### config.mk
export PLATFORM = sky130hd
export DESIGN_NAME = pwm_duty_meter
export DESIGN_NICKNAME = d
export VERILOG_FILES = /design/src/rtl/pwm_pkg.sv /design/src/rtl/pwm_sync_edge.sv /design/src/rtl/pwm_duty_meter.sv
export SDC_FILE = /design/constraint.sdc
export NUM_CORES = 1
export LEC_CHECK = 0
export CORE_MARGIN = 4
export CORE_UTILIZATION = 60
export CTS_BUF_LIST = sky130_fd_sc_hd__clkbuf_4
export DETAILED_ROUTE_END_ITERATION = 10
export PLACE_DENSITY = 0.91
export RECOVER_POWER = 100
export SETUP_SLACK_MARGIN = 0.05
export SYNTH_ARGS = -nofsm -noshare
export SYNTH_HDL_FRONTEND = slang
export SYNTH_SLANG_ARGS = --single-unit
### constraint.sdc
create_clock -name clock -period 2.5 [get_ports clock]
set_clock_uncertainty 0.2 [all_clocks]
set_input_delay 0.5 -clock clock [delete_from_list [all_inputs] [get_ports clock]]
set_output_delay 0.5 -clock clock [all_outputs]
set_load 0.02 [all_outputs]
### src/rtl/pwm_pkg.sv
// Purpose : shared types and constants for the PWM generator / duty-meter pair.
// Latency : n/a (package only).
// Backpressure : n/a (package only).
package pwm_pkg;

    // Period of the companion PWM generator, in clock cycles.
    localparam int PWM_PERIOD = 50;

    // Default width of the duty-meter high-time and period counters.
    localparam int CNT_W_DEF = 8;

    // Duty-meter measurement FSM states.
    typedef enum logic [1:0] {
        IDLE = 2'd0,
        HIGH = 2'd1,
        LOW  = 2'd2
    } state_t;

endpackage

### src/rtl/pwm_sync_edge.sv
// Purpose : synchronise an asynchronous 1-bit input and flag its rising/falling edges.
// Latency : SYNC_STAGES clocks from pin to o_lvl; edge flags are combinational on o_lvl.
// Backpressure : none; free-running every clock.
//
// Ports:
//   clock   - sole clock, rising edge
//   reset_n - asynchronous active-low reset, clears all flops to 0
//   i_async - asynchronous input
//   o_lvl   - synchronised level
//   o_rise  - o_lvl is 1 this cycle and was 0 last cycle
//   o_fall  - o_lvl is 0 this cycle and was 1 last cycle
module pwm_sync_edge #(
    parameter int SYNC_STAGES = 2   // must be at least 2
) (
    input  logic clock,
    input  logic reset_n,
    input  logic i_async,
    output logic o_lvl,
    output logic o_rise,
    output logic o_fall
);

    logic [SYNC_STAGES-1:0] r_sync;
    logic                   r_lvl_d;

    always_ff @(posedge clock or negedge reset_n) begin
        if (!reset_n) begin
            r_sync  <= '0;
            r_lvl_d <= 1'b0;
        end else begin
            r_sync  <= {r_sync[SYNC_STAGES-2:0], i_async};
            r_lvl_d <= r_sync[SYNC_STAGES-1];
        end
    end

    assign o_lvl  = r_sync[SYNC_STAGES-1];
    assign o_rise =  r_sync[SYNC_STAGES-1] & ~r_lvl_d;
    assign o_fall = ~r_sync[SYNC_STAGES-1] &  r_lvl_d;

endmodule

### src/rtl/pwm_duty_meter.sv
// Purpose : measure PWM high time and period (rising edge to rising edge) and flag stuck inputs.
// Latency : SYNC_STAGES+2 clocks from pin rising edge to meas_valid.
// Backpressure : valid held until accepted; a new measurement overwrites a pending one and sets meas_overrun.
//
// Ports:
//   clock, reset_n - rising-edge clock, asynchronous active-low reset
//   pwm_in         - PWM waveform, asynchronous to clock
//   meas_high      - high time of the last published measurement (cycles)
//   meas_period    - period of the last published measurement (cycles)
//   meas_timeout   - published measurement came from a stuck-input timeout
//   meas_overrun   - an unconsumed measurement was overwritten
//   meas_valid     - measurement available
//   meas_ready     - consumer accepts on meas_valid && meas_ready
module pwm_duty_meter
    import pwm_pkg::*;
#(
    parameter int CNT_W       = CNT_W_DEF,
    parameter int SYNC_STAGES = 2
) (
    input  logic             clock,
    input  logic             reset_n,
    input  logic             pwm_in,
    output logic [CNT_W-1:0] meas_high,
    output logic [CNT_W-1:0] meas_period,
    output logic             meas_timeout,
    output logic             meas_overrun,
    output logic             meas_valid,
    input  logic             meas_ready
);

    localparam logic [CNT_W-1:0] CNT_MAX   = '1;
    localparam logic [CNT_W-1:0] CNT_ONE   = CNT_W'(1);
    // Idle timeout fires on the cycle whose increment would reach CNT_MAX,
    // so a stuck input repeats a publish every CNT_MAX cycles.
    localparam logic [CNT_W-1:0] IDLE_LAST = CNT_MAX - CNT_ONE;

    logic w_s;
    logic w_rise;
    logic w_fall;

    pwm_sync_edge #(
        .SYNC_STAGES(SYNC_STAGES)
    ) u_sync (
        .clock  (clock),
        .reset_n(reset_n),
        .i_async(pwm_in),
        .o_lvl  (w_s),
        .o_rise (w_rise),
        .o_fall (w_fall)
    );

    state_t           r_state;
    logic [CNT_W-1:0] r_hi_cnt;
    logic [CNT_W-1:0] r_per_cnt;
    logic [CNT_W-1:0] r_idle_cnt;

    // Registered publish request, consumed by the handshake stage next cycle.
    logic             r_pub;
    logic [CNT_W-1:0] r_pub_high;
    logic [CNT_W-1:0] r_pub_period;
    logic             r_pub_to;

    always_ff @(posedge clock or negedge reset_n) begin
        if (!reset_n) begin
            r_state      <= IDLE;
            r_hi_cnt     <= '0;
            r_per_cnt    <= '0;
            r_idle_cnt   <= '0;
            r_pub        <= 1'b0;
            r_pub_high   <= '0;
            r_pub_period <= '0;
            r_pub_to     <= 1'b0;
        end else begin
            r_pub <= 1'b0;
            case (r_state)
                IDLE: begin
                    if (w_rise) begin
                        r_state    <= HIGH;
                        r_hi_cnt   <= CNT_ONE;
                        r_per_cnt  <= CNT_ONE;
                        r_idle_cnt <= '0;
                    end else if (r_idle_cnt == IDLE_LAST) begin
                        r_pub        <= 1'b1;
                        r_pub_high   <= w_s ? CNT_MAX : '0;
                        r_pub_period <= CNT_MAX;
                        r_pub_to     <= 1'b1;
                        r_idle_cnt   <= '0;
                    end else begin
                        r_idle_cnt <= r_idle_cnt + CNT_ONE;
                    end
                end
                HIGH: begin
                    // Every HIGH cycle advances the period, so saturation is checked first.
                    // hi_cnt never exceeds per_cnt, so it cannot pass CNT_MAX either.
                    if (r_per_cnt == CNT_MAX) begin
                        r_pub        <= 1'b1;
                        r_pub_high   <= r_hi_cnt;
                        r_pub_period <= CNT_MAX;
                        r_pub_to     <= 1'b1;
                        r_idle_cnt   <= '0;
                        r_state      <= IDLE;
                    end else if (w_fall) begin
                        r_per_cnt <= r_per_cnt + CNT_ONE;
                        r_state   <= LOW;
                    end else begin
                        r_hi_cnt  <= r_hi_cnt + CNT_ONE;
                        r_per_cnt <= r_per_cnt + CNT_ONE;
                    end
                end
                LOW: begin
                    if (w_rise) begin
                        r_pub        <= 1'b1;
                        r_pub_high   <= r_hi_cnt;
                        r_pub_period <= r_per_cnt;
                        r_pub_to     <= 1'b0;
                        r_hi_cnt     <= CNT_ONE;
                        r_per_cnt    <= CNT_ONE;
                        r_state      <= HIGH;
                    end else if (r_per_cnt == CNT_MAX) begin
                        r_pub        <= 1'b1;
                        r_pub_high   <= r_hi_cnt;
                        r_pub_period <= CNT_MAX;
                        r_pub_to     <= 1'b1;
                        r_idle_cnt   <= '0;
                        r_state      <= IDLE;
                    end else begin
                        r_per_cnt <= r_per_cnt + CNT_ONE;
                    end
                end
                default: begin
                    r_state <= IDLE;
                end
            endcase
        end
    end

    // Output handshake: a publish always wins; overrun only when the old
    // value is being dropped without having been accepted.
    always_ff @(posedge clock or negedge reset_n) begin
        if (!reset_n) begin
            meas_high    <= '0;
            meas_period  <= '0;
            meas_timeout <= 1'b0;
            meas_overrun <= 1'b0;
            meas_valid   <= 1'b0;
        end else if (r_pub) begin
            meas_high    <= r_pub_high;
            meas_period  <= r_pub_period;
            meas_timeout <= r_pub_to;
            meas_valid   <= 1'b1;
            meas_overrun <= meas_valid & ~meas_ready;
        end else if (meas_valid && meas_ready) begin
            meas_valid   <= 1'b0;
            meas_overrun <= 1'b0;
        end
    end

endmodule

Word-level counts from Yosys, hierarchy flattened
Cells that the tools add are included.
Widths: inputs -> output; s select.
{ "totals": {"ff_bits": 66, "latch_bits": 0, "ram_bits": 0, "mem_bits_ro": 0, "output_inout_bits": 19, "wordCells": 90, "n_memories": 0} }
{ "op_classes": {"addsub": 3, "n_mul": 0, "div": 0, "order_cmp": 0, "n_eq_ne": 13, "n_shift": 0, "n_mux": 42, "n_bitwise": 6, "reduce_logical": 11} }
{ "op_table": {"columns": ["cell", "n"], "rows": [
  ["$mux 8", 18],
  ["$pmux 8 s3", 4],
  ["$add 8x1->8 const B", 3],
  ["$eq 8x8->1 const B", 2],
  ["$pmux 8 s2", 1],
  ["$mux 1", 11],
  ["$mux 2", 5],
  ["$ne 2x2->1 const B", 5],
  ["$ne 3x2->1 const B", 2],
  ["$pmux 1 s3", 2],
  ["$pmux 2 s3", 1],
  ["$reduce_and 3->1", 2],
  ["$ne 2x1->1 const B", 2],
  ["$reduce_and 2->1", 2],
  ["$reduce_and 4->1", 1],
  ["$reduce_bool 2->1", 2],
  ["$and 1x1->1", 3],
  ["$not 1->1", 3],
  ["$reduce_bool 3->1", 1],
  ["$eq 2x1->1 const B", 1],
  ["$eq 2x2->1 const B", 1],
  ["$logic_not 2->1", 1],
  ["$reduce_or 2->1", 1],
  ["$logic_and 1x1->1", 1]
]} }

Longest topological paths before layout
{ "depth": {"word_depth": 5, "depth_mapped": 8} }

By module
A second synthesis with hierarchy kept.
{ "unflattened": {"hier_cells": 343, "hier_area_um2": 3483.3} }
{ "modules_own_cells": {"columns": ["module", "instances", "cells_per_inst", "area_each_um2"], "rows": [
  ["pwm_duty_meter", 1, 338, 3393.3],
  ["pwm_sync_edge", 1, 5, 90.1]
]} }

Worst setup path after synthesis
OpenSTA, ideal clock, no wires.
{ "synth_path": {"path_type": "register to register", "startpoint": "reg r_state[0]", "endpoint": "reg r_idle_cnt[7]", "setup_ns": 0.104, "arrival_time_ns": 1.984, "slack_ns": 0.212, "stages_incl_launch_ff": 9, "period_less_slack_ns": 2.288, "cell_sequence": "dfrtp_1 inv_1 ha_1 clkbuf_1 clkinv_1 o211ai_1 or2_0 buf_2 o41ai_2"} }
{ "synth_between": {"elab_chain_cells": 3} }
{ "synth_lines": {"columns": ["item", "line", "text"], "rows": [
  ["from (decl)", "pwm_duty_meter.sv:52", "state_t r_state;"],
  ["from (signal assigned)", "pwm_duty_meter.sv:65", "r_state <= IDLE;"],
  ["from (signal assigned)", "pwm_duty_meter.sv:78", "r_state <= HIGH;"],
  ["from (signal assigned)", "pwm_duty_meter.sv:101", "r_state <= IDLE;"],
  ["$eq 2x2->1, or another cell as far along", "pwm_duty_meter.sv:75", "case (r_state)"],
  ["$ne 2x2->1 (no line) / $reduce_bool 3->1 (equally long branches)", null, null],
  ["$reduce_and 2->1 (no line)", null, null],
  ["to (signal assigned)", "pwm_duty_meter.sv:89", "r_idle_cnt <= r_idle_cnt + CNT_ONE;"],
  ["to (decl)", "pwm_duty_meter.sv:55", "logic [CNT_W-1:0] r_idle_cnt;"]
]} }
Several ways; a longest one is shown, not always the timed one.
A chain may end at the register's enable or synchronous reset.

Final worst setup path
{ "layout_path": {"startpoint": "reg r_per_cnt[1]", "endpoint": "reg r_idle_cnt[7]"} }
{ "layout_between": {"elab_chain_cells": 4} }
{ "layout_lines": {"columns": ["item", "line", "text"], "rows": [
  ["from (decl)", "pwm_duty_meter.sv:54", "logic [CNT_W-1:0] r_per_cnt;"],
  ["from (signal assigned)", "pwm_duty_meter.sv:103", "r_per_cnt <= r_per_cnt + CNT_ONE;"],
  ["from (signal assigned)", "pwm_duty_meter.sv:107", "r_per_cnt <= r_per_cnt + CNT_ONE;"],
  ["from (signal assigned)", "pwm_duty_meter.sv:127", "r_per_cnt <= r_per_cnt + CNT_ONE;"],
  ["$eq 8x8->1 (*)", "pwm_duty_meter.sv:95, pwm_duty_meter.sv:119", null],
  ["$mux 8 (*)", null, null],
  ["$mux 8", null, null],
  ["$pmux 8 s3 (*)", null, null]
]} }
Mark *: on every way between the ends. The rest lies on a longest branch, timed or not. The select of a mux whose other input is x is not followed.

==> results.md <==
* Status: finished, final reports clean
* Initial Util at a little under two thirds
* Path type of the worst setup path: reg2reg
* Dpl cells at between 300 and 400
* Layout area overhead at 15.5%
* Clock Tree Root: clkbuf_4
* Detail Placement HPWL at about 4800 microns
* Total GRT Usage at 23.4%
* Number of flops mapped to enable cells by yosys at 0
* Worst Hold Path Cells at 0
* Top-area cell type share of the netlist area at a little over half
* Hold WS at around 0.16 ns
* Clock Sinks at 66
* CP max FO at 10
* Data required, critical path at ~2.6 ns
* Netlist Area Pre-Place at 3110 sq um
* Max Cap Viol at 0
* Worst skew pair latency at 0.41 ns
* Cell Pwr Density at 1270 nW/um^2
* Min-Delay Path Class: reg2reg
* Tcrit/Tclk final at about 93%
* CTS tree: built
* 1st-iter DRT viols at between 150 and 200
* Crit-path cells: ha_1 -> and3_4 -> nand2b_4 -> a211o_4 -> or2_1 -> o41ai_2
* CP max-delay cell: dfrtp_1
* Initial antenna violation count at 0
* Die width at 80.0 microns
* Layout Cells excl Fill at a little under 400
* Yosys cell types at 40
* Num ports at 23
* Reg2reg path depth at 6
* CP arrival at about 2.4 ns
* Post-synthesis sequential area ratio at 53.1%
* Max-slew violation count at 0
* Commonest non-fill, non-tap cell in the layout: dfrtp_1
* Tightest Pin Transition at around 1.3 ns
* VDD IR max at 0.000562 V
* Synth area leaders: dfrtp_1, mux2_2, o21ai_0
* Final wirelength at 6510 microns
* Async SR Flop Fraction at 100%
* Clk slew on worst S/H paths at roughly 0.10 ns
* Largest area contributor in the netlist: dfrtp_1
* Vias in the first global route at approximately 2300
* Largest net degree at the start of global routing at 26
* CTS Buffer Depth at 2
* Site Rows at 25
* Via/cell ratio at between 6 and 7
* Most frequent cells in the layout: dfrtp_1, nor2_1, o21ai_0
* First-pass GRT wire length at about 11000 microns
* GRT overflow at 0
* Synthesized flop and latch total at 66
* Core Area at 4880 sq um
* Via count at around 2400
* Slew HR at ~16%
* Syn_nets at 300
* Prevailing post-synth register cell: dfrtp_1
* Max Freq at 428 MHz
* Fin. Hold Viols at 0
* H-Tree Depth at 3
* Cell count after synthesis at about 290
* DRC at 0
* Setup_tns at 0 ns
* Number of buffers created by CTS at 9
* First-pass iteration count of the detailed router at 5
* CP max stage delay at ~0.43 ns
* Unrepaired setup endpoints after global routing: false
* Worst Setup Start Kind: flop
* Minimum clock period at about 2.3 ns
* Nets at 334
* Setup Viol. Count Final at 0
* Die ar. at about 6400 sq um
* Antenna-violating nets left at 0
* Post-CTS Setup Inserts at 0
* Diodes inserted at 0
* WL/cell at 16.5 microns
* Warnings from Yosys at 0
* CP Capture Type: flop
* Syn avg cell area at 10.8 sq um
* Die Y at 80.0 microns
* Leakage power at roughly 1.6 nW
* Layout cells sized above 1 at 16.5%
* GP Congestion at approximately 0.95
* Port bufs at 22
==> layer usage <==
layer	track usage, %	wire length, microns
met5	0	0
met4	11.7	159
met3	6.32	299
met2	35.7	3180
met1	30.7	2870
==> path summary, 6_finish.rpt <==
kind,start,to,slack (ns)
worst max-delay path,r_per_cnt[1],r_idle_cnt[7],0.16
worst min-delay path,u_sync.r_sync[0],u_sync.r_sync[1],0.16
worst max register to register,r_per_cnt[1],r_idle_cnt[7],0.16
worst min register to register,u_sync.r_sync[0],u_sync.r_sync[1],0.16
max in group asynchronous,reset_n,r_per_cnt[5],0.37
min in group asynchronous,reset_n,r_pub,0.68
==> final cells by class <==
class,count,area [sq um]
inverters,6,22.5
repair buffers,33,294
clock inverters,6,57.6
well taps,67,83.8
multi-input cells,206,1410
clock buffers,10,75.1
flip-flops and latches,66,1650
fillers,332,1280
==> flip-flops by register name, summed over array words and instances (netlist names) <==
| signal | count |
|---|---|
| u_sync.r_sync | 2 |
| meas_period | 8 |
| u_sync.r_lvl_d | 1 |
| r_state | 2 |
| r_hi_cnt | 8 |
| r_per_cnt | 8 |
| r_pub_period | 8 |
| r_pub | 1 |
| r_pub_to | 1 |
| meas_timeout | 1 |
| r_idle_cnt | 8 |
| meas_overrun | 1 |
| r_pub_high | 8 |
| meas_high | 8 |
| meas_valid | 1 |
==> cell usage after synthesis (2+ instances only) <==
master and instances:
nand2b_1 9, nand3_1 14, inv_1 5, mux2i_1 2
a21oi_1 19, o41ai_2 2, a22o_1 8, or2_2 2
dfrtp_1 66, o2bb2ai_1 8, nor2_1 27, nor2b_1 4
nand2_1 13, a41oi_1 2, o21ai_1 2, buf_2 3
o31ai_1 8, mux2_2 19, and3_1 5, ha_1 8
o21ai_0 24, and2_1 2, a31oi_1 3, a21o_1 9
o211ai_1 3, clkbuf_1 5, nand4_1 3
==> per-stage QoR <==
step	util (%)	power, mW	cell area (sq um)	worst slack (ns)
final	73.7	4.58	3590	0.164
after global routing	73.7	4.92	3590	0.0167
after CTS	73.4	4.60	3580	0.0545
after detailed placement	70.5	3.91	3440	0.0803
after global placement	70.5	3.76	3440	0.226
after floorplan	-	3.15	3110	0.212
==> critical path, delay by kind of cell, from the launching register on <==
kind / cells / cell delay (ns)
AOI/OAI and AO/OA: 2 / 0.71
DFF: 1 / 0.43
adders and majority gates: 1 / 0.24
and+or+nand+nor: 3 / 0.66
==> power breakdown <==
| group | internal, mW | total (mW) | switching, mW |
|---|---|---|---|
| registers | 1.43 | 1.69 | 0.264 |
| logic | 0.985 | 2.22 | 1.23 |
| clock network | 0.307 | 0.675 | 0.367 |
==> timing repair <==
| item | 4_1_cts | 5_1_grt |
|---|---|---|
| endpoints found under the hold margin | 22 | 0 |
| hold buffers | 1 | 0 |
| setup endpoints to repair | 0 | 14 |
| resized for setup | 0 | 5 |
==> logic make-up after synthesis <==
| logic type | after synthesis | synth area share [%] |
|---|---|---|
| compound gates | 94 | 20.7 |
| fa+ha+maj | 8 | 3.22 |
| buf+inv | 16 | 2.17 |
| flops | 66 | 53.1 |
| mux | 21 | 7.52 |
| simple gates | 83 | 13.3 |
(Power assumes the default switching activity.)
